## src/rtl/tetris_pkg.sv

```systemverilog
// Shared definitions for the board display path.
//   ROWS / COLS : default board geometry (row r = board[4r+3:4r], row 0 on top)
//   BOARD_W     : width of the packed board word from the game core
//   scan_state_t: scan-out controller states
package tetris_pkg;

  localparam int ROWS    = 8;
  localparam int COLS    = 4;
  localparam int BOARD_W = ROWS * COLS;

  typedef enum logic [1:0] {
    S_IDLE  = 2'd0,
    S_SHIFT = 2'd1,
    S_LATCH = 2'd2,
    S_HOLD  = 2'd3
  } scan_state_t;

endpackage

```

## src/rtl/row_serializer.sv

```systemverilog
// Shifts one COLS-bit row out to a 595-style shift register, MSB (highest
// column) first. Each bit occupies two cycles: ser_clk low then high, so data
// is set up a full cycle before the rising edge and held a full cycle after.
//   clk_i       : clock
//   rst_i       : synchronous active-high reset
//   start_i     : begin shifting row_i (sampled on the same edge as row_i)
//   row_i       : row bits, COLS wide
//   ser_data_o  : registered serial data
//   ser_clk_o   : registered shift clock
//   done_o      : high during the final phase of a row
module row_serializer #(
  parameter int COLS = tetris_pkg::COLS
) (
  input  logic            clk_i,
  input  logic            rst_i,
  input  logic            start_i,
  input  logic [COLS-1:0] row_i,
  output logic            ser_data_o,
  output logic            ser_clk_o,
  output logic            done_o
);

  localparam int PW = $clog2(2 * COLS);
  localparam logic [PW-1:0] PH_LAST = PW'(2 * COLS - 1);

  logic [COLS-1:0] shreg_q, shreg_d;
  logic [PW-1:0]   ph_q, ph_d;
  logic            active_q, active_d;
  logic            data_q, data_d;
  logic            clk_q, clk_d;

  assign done_o     = active_q && (ph_q == PH_LAST);
  assign ser_data_o = data_q;
  assign ser_clk_o  = clk_q;

  always_comb begin
    shreg_d  = shreg_q;
    ph_d     = ph_q;
    active_d = active_q;
    data_d   = data_q;
    clk_d    = clk_q;
    if (start_i) begin
      shreg_d  = row_i;
      ph_d     = '0;
      active_d = 1'b1;
      data_d   = row_i[COLS-1];
      clk_d    = 1'b0;
    end else if (active_q) begin
      if (done_o) begin
        ph_d     = '0;
        active_d = 1'b0;
        data_d   = 1'b0;
        clk_d    = 1'b0;
      end else begin
        ph_d  = ph_q + PW'(1);
        clk_d = ~ph_q[0];
        // Data only moves on the high->low transition of ser_clk.
        if (ph_q[0]) begin
          shreg_d = shreg_q << 1;
          data_d  = shreg_q[COLS-2];
        end
      end
    end
  end

  always_ff @(posedge clk_i) begin
    if (rst_i) begin
      shreg_q  <= '0;
      ph_q     <= '0;
      active_q <= 1'b0;
      data_q   <= 1'b0;
      clk_q    <= 1'b0;
    end else begin
      shreg_q  <= shreg_d;
      ph_q     <= ph_d;
      active_q <= active_d;
      data_q   <= data_d;
      clk_q    <= clk_d;
    end
  end

endmodule

```

## src/rtl/board_scanout.sv

```systemverilog
// Snapshots the game board and continuously refreshes an LED matrix one row at
// a time: shift the row into a column shift register, latch it, then light the
// row for HOLD_CYCLES. New boards only take effect at frame boundaries.
//   in_clka     : clock
//   in_restart  : synchronous active-high reset
//   board_in    : packed board, board_valid marks a new one
//   ser_data / ser_clk / ser_latch : column shift-register interface
//   row_sel / row_en : row decoder index and enable
//   frame_done  : pulse on the last cycle of each frame
//   busy        : high whenever scanning
module board_scanout
  import tetris_pkg::scan_state_t, tetris_pkg::S_IDLE, tetris_pkg::S_SHIFT,
         tetris_pkg::S_LATCH, tetris_pkg::S_HOLD;
#(
  parameter int ROWS        = tetris_pkg::ROWS,
  parameter int COLS        = tetris_pkg::COLS,
  parameter int HOLD_CYCLES = 4
) (
  input  logic                    in_clka,
  input  logic                    in_restart,
  input  logic [ROWS*COLS-1:0]    board_in,
  input  logic                    board_valid,
  output logic                    ser_data,
  output logic                    ser_clk,
  output logic                    ser_latch,
  output logic [$clog2(ROWS)-1:0] row_sel,
  output logic                    row_en,
  output logic                    frame_done,
  output logic                    busy
);

  localparam int RW = $clog2(ROWS);
  localparam int HW = $clog2(HOLD_CYCLES + 1);
  localparam logic [RW-1:0] ROW_LAST  = RW'(ROWS - 1);
  localparam logic [HW-1:0] HOLD_LAST = HW'(HOLD_CYCLES - 1);

  scan_state_t            state_q, state_d;
  logic [ROWS*COLS-1:0]   snap_q, snap_d;
  logic [ROWS*COLS-1:0]   pend_q, pend_d;
  logic                   pend_v_q, pend_v_d;
  logic [RW-1:0]          row_q, row_d;
  logic [HW-1:0]          hold_q, hold_d;
  logic                   ser_latch_q, row_en_q, frame_done_q, busy_q;
  logic [RW-1:0]          row_sel_q;
  logic                   ser_start;
  logic                   ser_done;

  // The serializer samples the row on the same edge the FSM enters SHIFT, so
  // it is fed from the next-state snapshot and row index.
  row_serializer #(.COLS(COLS)) u_ser (
    .clk_i      (in_clka),
    .rst_i      (in_restart),
    .start_i    (ser_start),
    .row_i      (snap_d[row_d*COLS +: COLS]),
    .ser_data_o (ser_data),
    .ser_clk_o  (ser_clk),
    .done_o     (ser_done)
  );

  always_comb begin
    state_d   = state_q;
    snap_d    = snap_q;
    pend_d    = pend_q;
    pend_v_d  = pend_v_q;
    row_d     = row_q;
    hold_d    = hold_q;
    ser_start = 1'b0;

    // While scanning, a new board waits for the next frame; latest wins.
    if (state_q != S_IDLE && board_valid) begin
      pend_d   = board_in;
      pend_v_d = 1'b1;
    end

    unique case (state_q)
      S_IDLE: begin
        if (board_valid) begin
          snap_d    = board_in;
          row_d     = '0;
          state_d   = S_SHIFT;
          ser_start = 1'b1;
        end
      end
      S_SHIFT: begin
        if (ser_done) state_d = S_LATCH;
      end
      S_LATCH: begin
        hold_d  = '0;
        state_d = S_HOLD;
      end
      S_HOLD: begin
        if (hold_q == HOLD_LAST) begin
          state_d   = S_SHIFT;
          ser_start = 1'b1;
          if (row_q != ROW_LAST) begin
            row_d = row_q + RW'(1);
          end else begin
            // Frame boundary: a board arriving right now beats the pending one.
            row_d = '0;
            if (board_valid) begin
              snap_d   = board_in;
              pend_v_d = 1'b0;
            end else if (pend_v_q) begin
              snap_d   = pend_q;
              pend_v_d = 1'b0;
            end
          end
        end else begin
          hold_d = hold_q + HW'(1);
        end
      end
      default: state_d = S_IDLE;
    endcase
  end

  always_ff @(posedge in_clka) begin
    if (in_restart) begin
      state_q      <= S_IDLE;
      snap_q       <= '0;
      pend_q       <= '0;
      pend_v_q     <= 1'b0;
      row_q        <= '0;
      hold_q       <= '0;
      ser_latch_q  <= 1'b0;
      row_sel_q    <= '0;
      row_en_q     <= 1'b0;
      frame_done_q <= 1'b0;
      busy_q       <= 1'b0;
    end else begin
      state_q      <= state_d;
      snap_q       <= snap_d;
      pend_q       <= pend_d;
      pend_v_q     <= pend_v_d;
      row_q        <= row_d;
      hold_q       <= hold_d;
      ser_latch_q  <= (state_d == S_LATCH);
      if (state_d == S_LATCH) row_sel_q <= row_q;
      row_en_q     <= (state_d == S_HOLD);
      frame_done_q <= (state_d == S_HOLD) && (hold_d == HOLD_LAST) &&
                      (row_d == ROW_LAST);
      busy_q       <= (state_d != S_IDLE);
    end
  end

  assign ser_latch  = ser_latch_q;
  assign row_sel    = row_sel_q;
  assign row_en     = row_en_q;
  assign frame_done = frame_done_q;
  assign busy       = busy_q;

endmodule
```

## config.mk

```make
export PLATFORM = sky130hd
export DESIGN_NAME = board_scanout
export DESIGN_NICKNAME = d
export VERILOG_FILES = /design/src/rtl/tetris_pkg.sv /design/src/rtl/row_serializer.sv /design/src/rtl/board_scanout.sv
export SDC_FILE = /design/constraint.sdc
export NUM_CORES = 1
export LEC_CHECK = 0
export ABC_AREA = 1
export CAP_MARGIN = 20
export CORE_ASPECT_RATIO = 1.1
export CORE_MARGIN = 2
export CORE_UTILIZATION = 45
export DETAILED_ROUTE_END_ITERATION = 7
export PLACE_DENSITY = 0.63
export SLEW_MARGIN = 15
export SYNTH_ARGS = -nofsm -noshare
export SYNTH_HDL_FRONTEND = slang
export SYNTH_SLANG_ARGS = --single-unit
```

## constraint.sdc

```tcl
create_clock -name in_clka -period 1.9 [get_ports in_clka]
set_input_delay 0.38 -clock in_clka [delete_from_list [all_inputs] [get_ports in_clka]]
set_output_delay 0.38 -clock in_clka [all_outputs]
set_load 0.05 [all_outputs]
```

==> results of run 1 <==
## layer usage
metal	up-vias	wire length (um)	share of wire, %	global-route usage (%)
met5	-	0	0	0
met2	135	7750	48	45.3
met4	0	474	3.0	11.9
met3	35	673	4.2	3.60
met1	2641	7130	45	31.7
li1	2882	-	-	-
## state kept, by name, summed over array words and instances (netlist names), 2 cells and up
| name | cells |
|---|---|
| u_ser.ph_q | 3 |
| hold_q | 3 |
| pend_q | 32 |
| row_q | 3 |
| snap_q | 32 |
| state_q | 2 |
| row_sel | 3 |
| u_ser.shreg_q | 3 |
## cell usage in the layout, fill, tap and decap left out, drive strengths merged
master           n
o21ai           63
clkinv           3
clkbuf          15
nor2            57
ha               9
inv             90
nand4            2
a21oi           99
buf             87
or2              1
mux2             1
nor4             1
dlymetal6s2s     1
nand2          260
o211ai          12
dfxtp           88
a211oi           5
a22oi            1
o22ai            2
clkdlybuf4s50   38
nand3b           2
o2111ai          1
nand3           90
## path summary, 6_finish.rpt
path	from	to	slack, ns	cells after the start
max	row_q[1]	u_ser.shreg_q[0]	-0.03	14
min	pend_q[15]	pend_q[15]	0.45	2
max reg2reg	row_q[1]	u_ser.shreg_q[0]	-0.03	14
min reg2reg	pend_q[15]	pend_q[15]	0.45	2
## logic make-up (layout without fill, tap and decap cells)
kind of cell	count (synthesis)	count (layout)	share of synthesized area, %
AO/OA/AOI/OAI	183	183	18.9
adder cells (fa/ha/maj)	9	9	2.15
multiplexers	1	1	0.215
AND/OR/NAND/NOR	413	413	33.6
flip-flops	88	88	33.6
buffers and inverters	137	234	11.5
## what timing repair did
| action | CTS | global route |
|---|---|---|
| gates cloned | 1 | 3 |
| gates resized for setup | 22 | 48 |
| setup endpoints to repair | 4 | 7 |
| setup buffers | 2 | 1 |
| pin swaps | 2 | 9 |
## worst max-delay path: cells and delay by family (launching register included)
family,cells,cell delay (ns)
AO/OA/AOI/OAI,1,0.13
adder cells (fa/ha/maj),2,0.29
flip-flops,1,0.35
AND/OR/NAND/NOR,11,1.09
## power breakdown
part | internal [mW] | switching, mW | leakage, nW | total, mW
sequential | 2.39 | 0.213 | 0.724 | 2.60
combinational | 2.23 | 3.46 | 2.14 | 5.68
clock | 0.988 | 0.750 | 0.145 | 1.74
total | 5.61 | 4.42 | 3.01 | 10.0
## cell type report
cell class | instances | area [um2]
Clock inverter | 3 | 15.0
Fill cell | 1097 | 4470
Clock buffer | 13 | 270
Tap cell | 150 | 188
Sequential cell | 88 | 1770
Multi-Input combinational cell | 606 | 3120
Inverter | 90 | 350
Timing Repair Buffer | 128 | 1200
## per-stage QoR
step	TNS (ns)	hold slack (ns)
2_1_floorplan	0	0.425
3_3_place_gp	-0.249	0.438
3_5_place_dp	-0.397	0.445
4_1_cts	0	0.455
5_1_grt	-0.494	0.467
6_report	-0.0408	0.450
## Yosys cell counts, types with 5 or more instances
cell type | count | area (um2)
a211oi_1 | 5 | 37.5
a21oi_1 | 97 | 485
buf_2 | 12 | 60.1
buf_4 | 8 | 60.1
clkbuf_1 | 23 | 86.3
dfxtp_1 | 88 | 1760
ha_1 | 9 | 113
inv_1 | 82 | 308
inv_2 | 6 | 22.5
nand2_1 | 251 | 942
nand2_2 | 5 | 31.3
nand3_1 | 86 | 430
nor2_1 | 54 | 203
o211ai_1 | 12 | 90.1
o21ai_0 | 57 | 285
o21ai_1 | 5 | 25.0
==> impl_metrics.csv, run 1 <==
group,metric,value,unit
outcome,status,"complete, but fails checks",
outcome,violations,"setup timing",
global_route,grt_max_degree,48,
synth,syn_avg_cell_area,6.30,um2
die,ios,44,
synth,syn-cell-area,5240,um2
die,die-area,12500,um2
cts,clock_latency,0.35,ns
global_route,track_usage,25.9,%
cts,clockBufferDepth,2,
setup_path,critPathRequiredTime,2.18,ns
timing,finalMaxSlewViolations,0,
finish,area_growth,32.1,%
detailed_routing,wirelength,16000,um
synth,synth-edff-count,0,
cts,numClockSinks,88,
cts,ctsHtreeMaxLevel,3,
global_route,antenna_found_initial,0,
power_and_ir_drop,total_power,10.0,mW
timing,min_period_over_period,101,%
placement,gp_congestion,0.879,
placement,place_inst,1055,
finish,antenna_cells,0,
setup_path,slowest_stage,"dfxtp_2",
placement,place.port_buffers,43,
die,initial_core_util,46.0,%
setup_path,crit_arrival,2.21,ns
timing,setup_violations,3,
detailed_routing,avgViaCountPerCell,5.28,
finish,layout.cells.non_filler,1078,
synth,yosys_warnings,0,
detailed_routing,drt_first_iter_violations,255,
global_route,grt_pass1_wl,25500,um
synth,ys_types,34,
finish,nets,967,
detailed_routing,wl_per_cell,14.9,um
timing,max_freq,519,MHz
cts,clk_pin_slew_worst_paths,0.06,ns
placement,post-place-ws,-0.108,ns
power_and_ir_drop,p_per_area,1450,nW/um2
placement,hpwl,11200,um
die,core_area,11400,um2
cts,cts_tree,"done",
timing,final_hold_viol_count,0,
cts,ctsHoldBuffers,0,
detailed_routing,postRouteAntennaNets,0,
synth,yosysSeqAreaShare,33.6,%
timing,worst_slack,-0.0280,ns
power_and_ir_drop,p_leak,3.01,nW
setup_path,crit_chain,"ha_4 > ha_4 > nand3_4 > nor2_4 > nand3_1 > nand2_1 > nand2_1 > nand3_1 > nand2_1 > nand2_1 > nand2_2 > nand2_2 > nand3_2 > a21oi_2",
timing,rsz0062_at_grt,"true",
setup_path,cp-end-kind,"flop",
job,maxCapViolations,0,
finish,final_area,6920,um2
timing,skew,0.00540,ns
synth,synth_nets,875,
timing,fin_crit,1.93,ns
finish,drive_gt1_share,20.3,%
cts,root_buffer,"clkbuf_16",
power_and_ir_drop,ir_drop,775,uV
min_path,hp-class,"flop to flop",
setup_path,path_max_fanout,8,
die,rows,41,
synth,synthCells,831,
die,die-height,117,um
synth,ys.flop_type,"dfxtp_1",
synth,async_flop_share,0,%
detailed_routing,drc_errors,0,
setup_path,path_common_cell,"nand2_1",
detailed_routing,dr.pass1.iters,5,
global_route,overflow,0,
global_route,grt_pass1_vias,5341,
timing,worstMarginPinSlew,0.511,ns
timing,slew_headroom,65.9,%
setup_path,crit_path_start_kind,"flop",
finish,fin_util,60.7,%
placement,placed_cell_area,6240,um2
setup_path,critPathMaxStageDelay,0.35,ns
detailed_routing,via_count,5693,
setup_path,crit_type,"flop to flop",
cts,cts_buffers,9,
synth,synth-seq-cells,88,
die,die_width,107,um
Power figures use the tool's default switching activity.
==> run 2: changes to the inputs <==
GPL_TIMING_DRIVEN = 0   (was not set)
==> run 2 against run 1 <==
Compared with the run above: the flow still finishes with violations (setup timing); largest cell class unchanged; sequential power about the same; design area rose by 2.7%; die area is the same; critical path type unchanged; via count rose by 4.4%.
==> impl_metrics.csv, run 2 (synthesized netlist as in run 1, its figures left out) <==
group,metric,value,unit
timing,worstMarginPinSlew,0.815,ns
finish,fin_util,62.4,%
detailed_routing,wirelength,18400,um
placement,hpwl,12300,um
timing,setup_violations,4,
global_route,grt_pass1_wl,28300,um
finish,antenna_cells,0,
global_route,overflow,0,
cts,clock_latency,0.34,ns
die,die-height,117,um
global_route,track_usage,29.5,%
job,maxCapViolations,0,
cts,cts_buffers,9,
die,die-area,12500,um2
setup_path,regToRegSetupSlack,-0.06,ns
finish,nets,970,
setup_path,cp-end-kind,"flop",
timing,min_period_over_period,103,%
cts,root_buffer,"clkbuf_16",
global_route,grt_max_degree,15,
timing,skew,0.00766,ns
finish,area_growth,35.7,%
finish,final_cell_mix,"nand2_1, a21oi_1, dfxtp_1, inv_1, nand3_1",
power_and_ir_drop,p_per_area,1490,nW/um2
setup_path,crit_type,"flop to flop",
die,die_width,107,um
setup_path,critPathRequiredTime,2.17,ns
setup_path,worst_r2r_endpoint,"u_ser.shreg_q[0]",
cts,clk_pin_slew_worst_paths,0.07,ns
power_and_ir_drop,internal_power,5.76,mW
detailed_routing,drt_first_iter_violations,545,
die,ios,44,
timing,slew_headroom,45.7,%
finish,layout_commonest_cell,"nand2_1",
timing,worst_slack,-0.0644,ns
power_and_ir_drop,sw_frac_of_total,45.6,%
power_and_ir_drop,pwr-share-seq,24.6,%
setup_path,crit_chain,"inv_2 > ha_4 > inv_8 > nand2_4 > inv_4 > nand2_4 > nand2_4 > nand2_8 > clkinv_8 > buf_12 > nand3_2 > nand2_1 > nand2_1 > nand2_1 > nand2_1 > nand3_2 > a21oi_2",
global_route,grt_pass1_vias,5499,
power_and_ir_drop,p_sw,4.83,mW
detailed_routing,wl_per_cell,17.0,um
die,rows,41,
power_and_ir_drop,pwr-share-clk,18.3,%
detailed_routing,avgViaCountPerCell,5.50,
setup_path,critPathMaxStageDelay,0.37,ns
outcome,violations,"setup timing",
die,core_area,11400,um2
setup_path,crit_arrival,2.23,ns
timing,fin_crit,1.96,ns
detailed_routing,via_count,5946,
timing,final_hold_viol_count,0,
setup_path,reg2reg_from,"state_q[0]",
detailed_routing,postRouteAntennaNets,0,
timing,max_freq,509,MHz
cts,ctsHtreeMaxLevel,3,
min_path,whs_endpoint,"pend_q[5]",
timing,hold_slack,0.455,ns
cts,cts_tree,"done",
setup_path,crit_buf_inv,5,
min_path,hp-start,"pend_q[5]",
setup_path,critPathTopFamily,"simple AND/OR/NAND/NOR gates",
power_and_ir_drop,ir_drop,927,uV
setup_path,path_common_cell,"nand2_1",
placement,place.port_buffers,43,
cts,clockBufferDepth,2,
outcome,status,"complete, but fails checks",
finish,top_regs,"pend_q: 32 flops, snap_q: 32 flops",
detailed_routing,dr.pass1.iters,6,
min_path,hold_depth,2,
setup_path,slowest_stage,"dfxtp_4",
setup_path,crit_path_start_kind,"flop",
cts,numClockSinks,88,
detailed_routing,drc_errors,0,
power_and_ir_drop,pwr-share-comb,57.0,%
die,initial_core_util,46.0,%
power_and_ir_drop,p_leak,3.08,nW
placement,gp_congestion,0.936,
timing,finalMaxSlewViolations,0,
setup_path,path_max_fanout,5,
setup_path,reg2reg_depth,17,
min_path,hp-class,"flop to flop",
finish,drive_gt1_share,20.9,%
global_route,antenna_found_initial,0,
timing,rsz0062_at_grt,"true",
finish,num-fill-cells,1082,
-- run 2: cell count changes in the layout (fill, tap and decap cells not counted), moves of 5 or more --
cell      delta
nand3_1      -5
clkbuf_2    +14
nand2_1      -5
buf_4       -34
-- run 2: worst max path at each step --
| stage | from | endpoint | slack, ns | depth (start not counted) |
|---|---|---|---|---|
| global placement | in_restart | u_ser.shreg_q[2] | -0.58 | 6 |
| floorplan | state_q[1] | u_ser.shreg_q[1] | 0.002 | 16 |
| CTS | state_q[1] | u_ser.shreg_q[0] | -0.05 | 18 |
| detailed placement | state_q[1] | u_ser.shreg_q[2] | -0.60 | 12 |
| finish | state_q[0] | u_ser.shreg_q[0] | -0.06 | 17 |
| global route | row_q[0] | u_ser.shreg_q[1] | -0.17 | 14 |
-- run 2: routing by layer --
layer / global-route usage [%] / share of wire (%) / vias to the layer above / wire length, um
met5: 0 / 0 / - / 0
met4: 13.2 / 3.5 / 0 / 644
met3: 5.70 / 7.6 / 62 / 1390
met2: 50.5 / 47 / 268 / 8680
met1: 36.2 / 42 / 2730 / 7710
li1: - / - / 2886 / -
-- run 2: tightest hold or removal path, delay by kind of cell, from the launching register on --
family,cells,cell delay [ns]
DFF,1,0.30
buffers and inverters,1,0.06
AOI/OAI and AO/OA,1,0.05
-- run 2: layout make-up --
class                      instances  area (um2)  area share [%]
multi-input combinational        606        3200            45.1
sequential                        88        1780            25.0
timing repair buffer              88         906            12.7
tap                              150         188            2.64
buffer                            43         342            4.81
clock inverter                     6        82.6            1.16
clock buffer                      10         239            3.36
inverter                          90         373            5.25
-- run 2: stage by stage --
step	setup WS (ns)	setup TNS (ns)	instances	cell area (um2)	power, mW
after floorplan	0.00212	0	831	5240	6.19
after global placement	-0.581	-30.03	1024	5860	7.37
after detailed placement	-0.599	-30.47	1024	5860	7.48
after CTS	-0.0546	-0.187	1077	6920	10.2
after global routing	-0.166	-0.671	1081	7110	11.3
final	-0.0644	-0.211	1081	7110	10.6
-- run 2: power groups by stage --
stage | sequential (mW) | combinational [mW] | clock, mW
2_1_floorplan | 2.73 | 3.46 | 0
3_3_place_gp | 2.60 | 4.77 | 0
3_5_place_dp | 2.62 | 4.86 | 0
4_1_cts | 2.59 | 5.62 | 1.97
5_1_grt | 2.65 | 6.60 | 2.04
6_report | 2.61 | 6.04 | 1.94
-- run 2: repair_timing --
action | CTS | global route
pin swaps | 24 | 28
resized for setup | 99 | 50
endpoints found under the setup margin | 66 | 19
setup buffers | 34 | 6
hold endpoints to repair | 0 | 0
cloned | 5 | 0
hold buffers | 0 | 0
==> run 3: changes to the inputs <==
PLACE_DENSITY = 0.61   (was 0.63)
clock period = 2.5 ns   (was 1.9 ns; I/O delays follow)
==> run 3 against run 2 <==
Compared with the run above: flip-flop and latch count unchanged; critical path depth is the same; hold slack is essentially flat; die area unchanged; largest cell class unchanged; highest routed layer unchanged; first-iteration DRC count shrank 13%; total power is 33% lower; sequential share of layout area is 3.4 points higher; combinational power is 38% lower; the run now ends clean.
==> impl_metrics.csv, run 3 (synthesized netlist as in run 1, its figures left out) <==
group,metric,value,unit
setup_path,crit_buf_inv,6,
setup_path,reg2reg_depth,17,
min_path,hp-class,"flop to flop",
power_and_ir_drop,ir_drop,594,uV
die,ios,44,
timing,setup_violations,0,
setup_path,cp-end-kind,"flop",
finish,top_regs,"pend_q: 32 flops, snap_q: 32 flops",
global_route,overflow,0,
setup_path,path_max_fanout,10,
timing,fin_crit,2.38,ns
die,core_area,11400,um2
power_and_ir_drop,total_power,7.11,mW
timing,min_period_over_period,95.2,%
setup_path,critPathRequiredTime,2.78,ns
detailed_routing,via_count,5607,
finish,final_cell_mix,"nand2_1, a21oi_1, dfxtp_1, nand3_1, inv_1",
power_and_ir_drop,pwr-share-clk,19.4,%
detailed_routing,postRouteAntennaNets,0,
die,die-area,12500,um2
setup_path,crit_chain,"inv_1 > ha_1 > buf_4 > inv_2 > nand2_2 > inv_2 > nand2_4 > nand2_4 > nand2_8 > inv_6 > buf_8 > nand3_2 > nand3_1 > nand2_1 > nand2_1 > nand3_1 > a21oi_2",
cts,clk_pin_slew_worst_paths,0.07,ns
finish,antenna_cells,0,
detailed_routing,wirelength,17200,um
global_route,antenna_found_initial,0,
finish,layout_commonest_cell,"nand2_1",
finish,layout.cells.non_filler,1044,
setup_path,worst_r2r_endpoint,"u_ser.shreg_q[2]",
cts,root_buffer,"clkbuf_16",
power_and_ir_drop,p_per_area,1150,nW/um2
power_and_ir_drop,sw_frac_of_total,46.9,%
setup_path,startpoint,"state_q[1]",
outcome,status,"complete, no violations",
die,die_width,107,um
global_route,track_usage,28.2,%
setup_path,crit_type,"flop to flop",
timing,max_freq,420,MHz
detailed_routing,wl_per_cell,16.5,um
cts,cts_buffers,9,
placement,place.port_buffers,43,
die,rows,41,
placement,hpwl,12300,um
setup_path,crit_arrival,2.66,ns
placement,gp_congestion,0.896,
timing,worstMarginPinSlew,0.748,ns
power_and_ir_drop,pwr-share-comb,53.0,%
setup_path,crit_path_start_kind,"flop",
power_and_ir_drop,internal_power,3.77,mW
cts,clockBufferDepth,2,
cts,numClockSinks,88,
timing,setup-tns-final,0,ns
global_route,grt_max_degree,16,
setup_path,critPathMaxStageDelay,0.38,ns
cts,clock_latency,0.34,ns
global_route,grt_pass1_wl,27100,um
finish,drive_gt1_share,8.39,%
die,die-height,117,um
setup_path,reg2reg_from,"state_q[1]",
cts,cts_tree,"done",
power_and_ir_drop,pwr-share-seq,27.6,%
setup_path,crit_cells,17,
timing,finalMaxSlewViolations,0,
detailed_routing,avgViaCountPerCell,5.37,
finish,nets,933,
timing,slew_headroom,50.1,%
job,maxCapViolations,0,
detailed_routing,dr.pass1.iters,5,
setup_path,critPathTopFamily,"buffers and inverters",
cts,ctsHtreeMaxLevel,3,
cts,ctsHoldBuffers,0,
finish,fin_util,54.5,%
power_and_ir_drop,p_sw,3.33,mW
die,initial_core_util,46.0,%
detailed_routing,drt_first_iter_violations,474,
setup_path,regToRegSetupSlack,0.12,ns
finish,area_growth,18.5,%
timing,rsz0062_at_grt,"false",
timing,skew,0.00519,ns
finish,num-fill-cells,1206,
power_and_ir_drop,p_leak,2.65,nW
setup_path,endpoint,"u_ser.shreg_q[2]",
placement,place_inst,1024,
timing,final_hold_viol_count,0,
detailed_routing,drc_errors,0,
setup_path,slowest_stage,"dfxtp_1",
global_route,grt_pass1_vias,5188,
==> run 3: repair_timing <==
| item | in CTS | in global routing |
|---|---|---|
| pin swaps | 1 | 1 |
| gates resized for setup | 0 | 5 |
| buffers inserted | 2 | 2 |
| setup endpoints to repair | 2 | 4 |
==> run 3: how the worst min path moves through the flow <==
stage                     from          to  cells after the start  slack (ns)
floorplan           pend_q[29]  pend_q[29]                      2        0.42
global placement    pend_q[27]  pend_q[27]                      2        0.44
detailed placement   pend_q[2]   pend_q[2]                      2        0.45
CTS                  pend_q[2]   pend_q[2]                      2        0.46
global route        pend_q[10]  pend_q[10]                      2        0.47
finish               pend_q[2]   pend_q[2]                      2        0.45
==> run 3: worst reg2reg max path: cells and delay by family (launching register included) <==
family | cells | cell delay (ns)
DFF | 1 | 0.38
AOI/OAI and AO/OA | 1 | 0.15
adders and majority gates | 1 | 0.28
buffers and inverters | 6 | 0.77
and+or+nand+nor | 9 | 0.74
==> run 3: cell type report <==
cell class / instances / area (um2) / area share [%]
Timing Repair Buffer: 47 / 460 / 7.42
Clock buffer: 9 / 225 / 3.63
Inverter: 90 / 348 / 5.60
Clock inverter: 7 / 72.6 / 1.17
Tap cell: 150 / 188 / 3.02
Buffer: 47 / 258 / 4.15
Sequential cell: 88 / 1760 / 28.4
Multi-Input combinational cell: 606 / 2890 / 46.6
==> run 3: layer usage <==
layer	global-route usage, %	vias up	routed length (um)	part of all wire, %
li1	-	2818	-	-
met5	0	-	0	0
met2	46.6	202	7880	46
met4	14.1	0	724	4.2
met1	36.1	2539	7540	44
met3	4.32	48	1070	6.2
==> run 3: through the flow <==
step	worst slack (ns)	hold WS (ns)	cell area (um2)
2_1_floorplan	0.543	0.425	5240
3_3_place_gp	-0.0970	0.443	5860
3_5_place_dp	-0.121	0.446	5860
4_1_cts	0.0638	0.456	6170
5_1_grt	0.00306	0.472	6210
6_report	0.120	0.455	6210
==> run 3: power groups by stage <==
stage	registers [mW]	clock network, mW	logic (mW)
global route	2.00	1.45	4.23
finish	1.96	1.38	3.77
floorplan	2.07	0	2.63
detailed placement	1.98	0	3.71
CTS	1.96	1.40	3.72
global placement	1.97	0	3.66
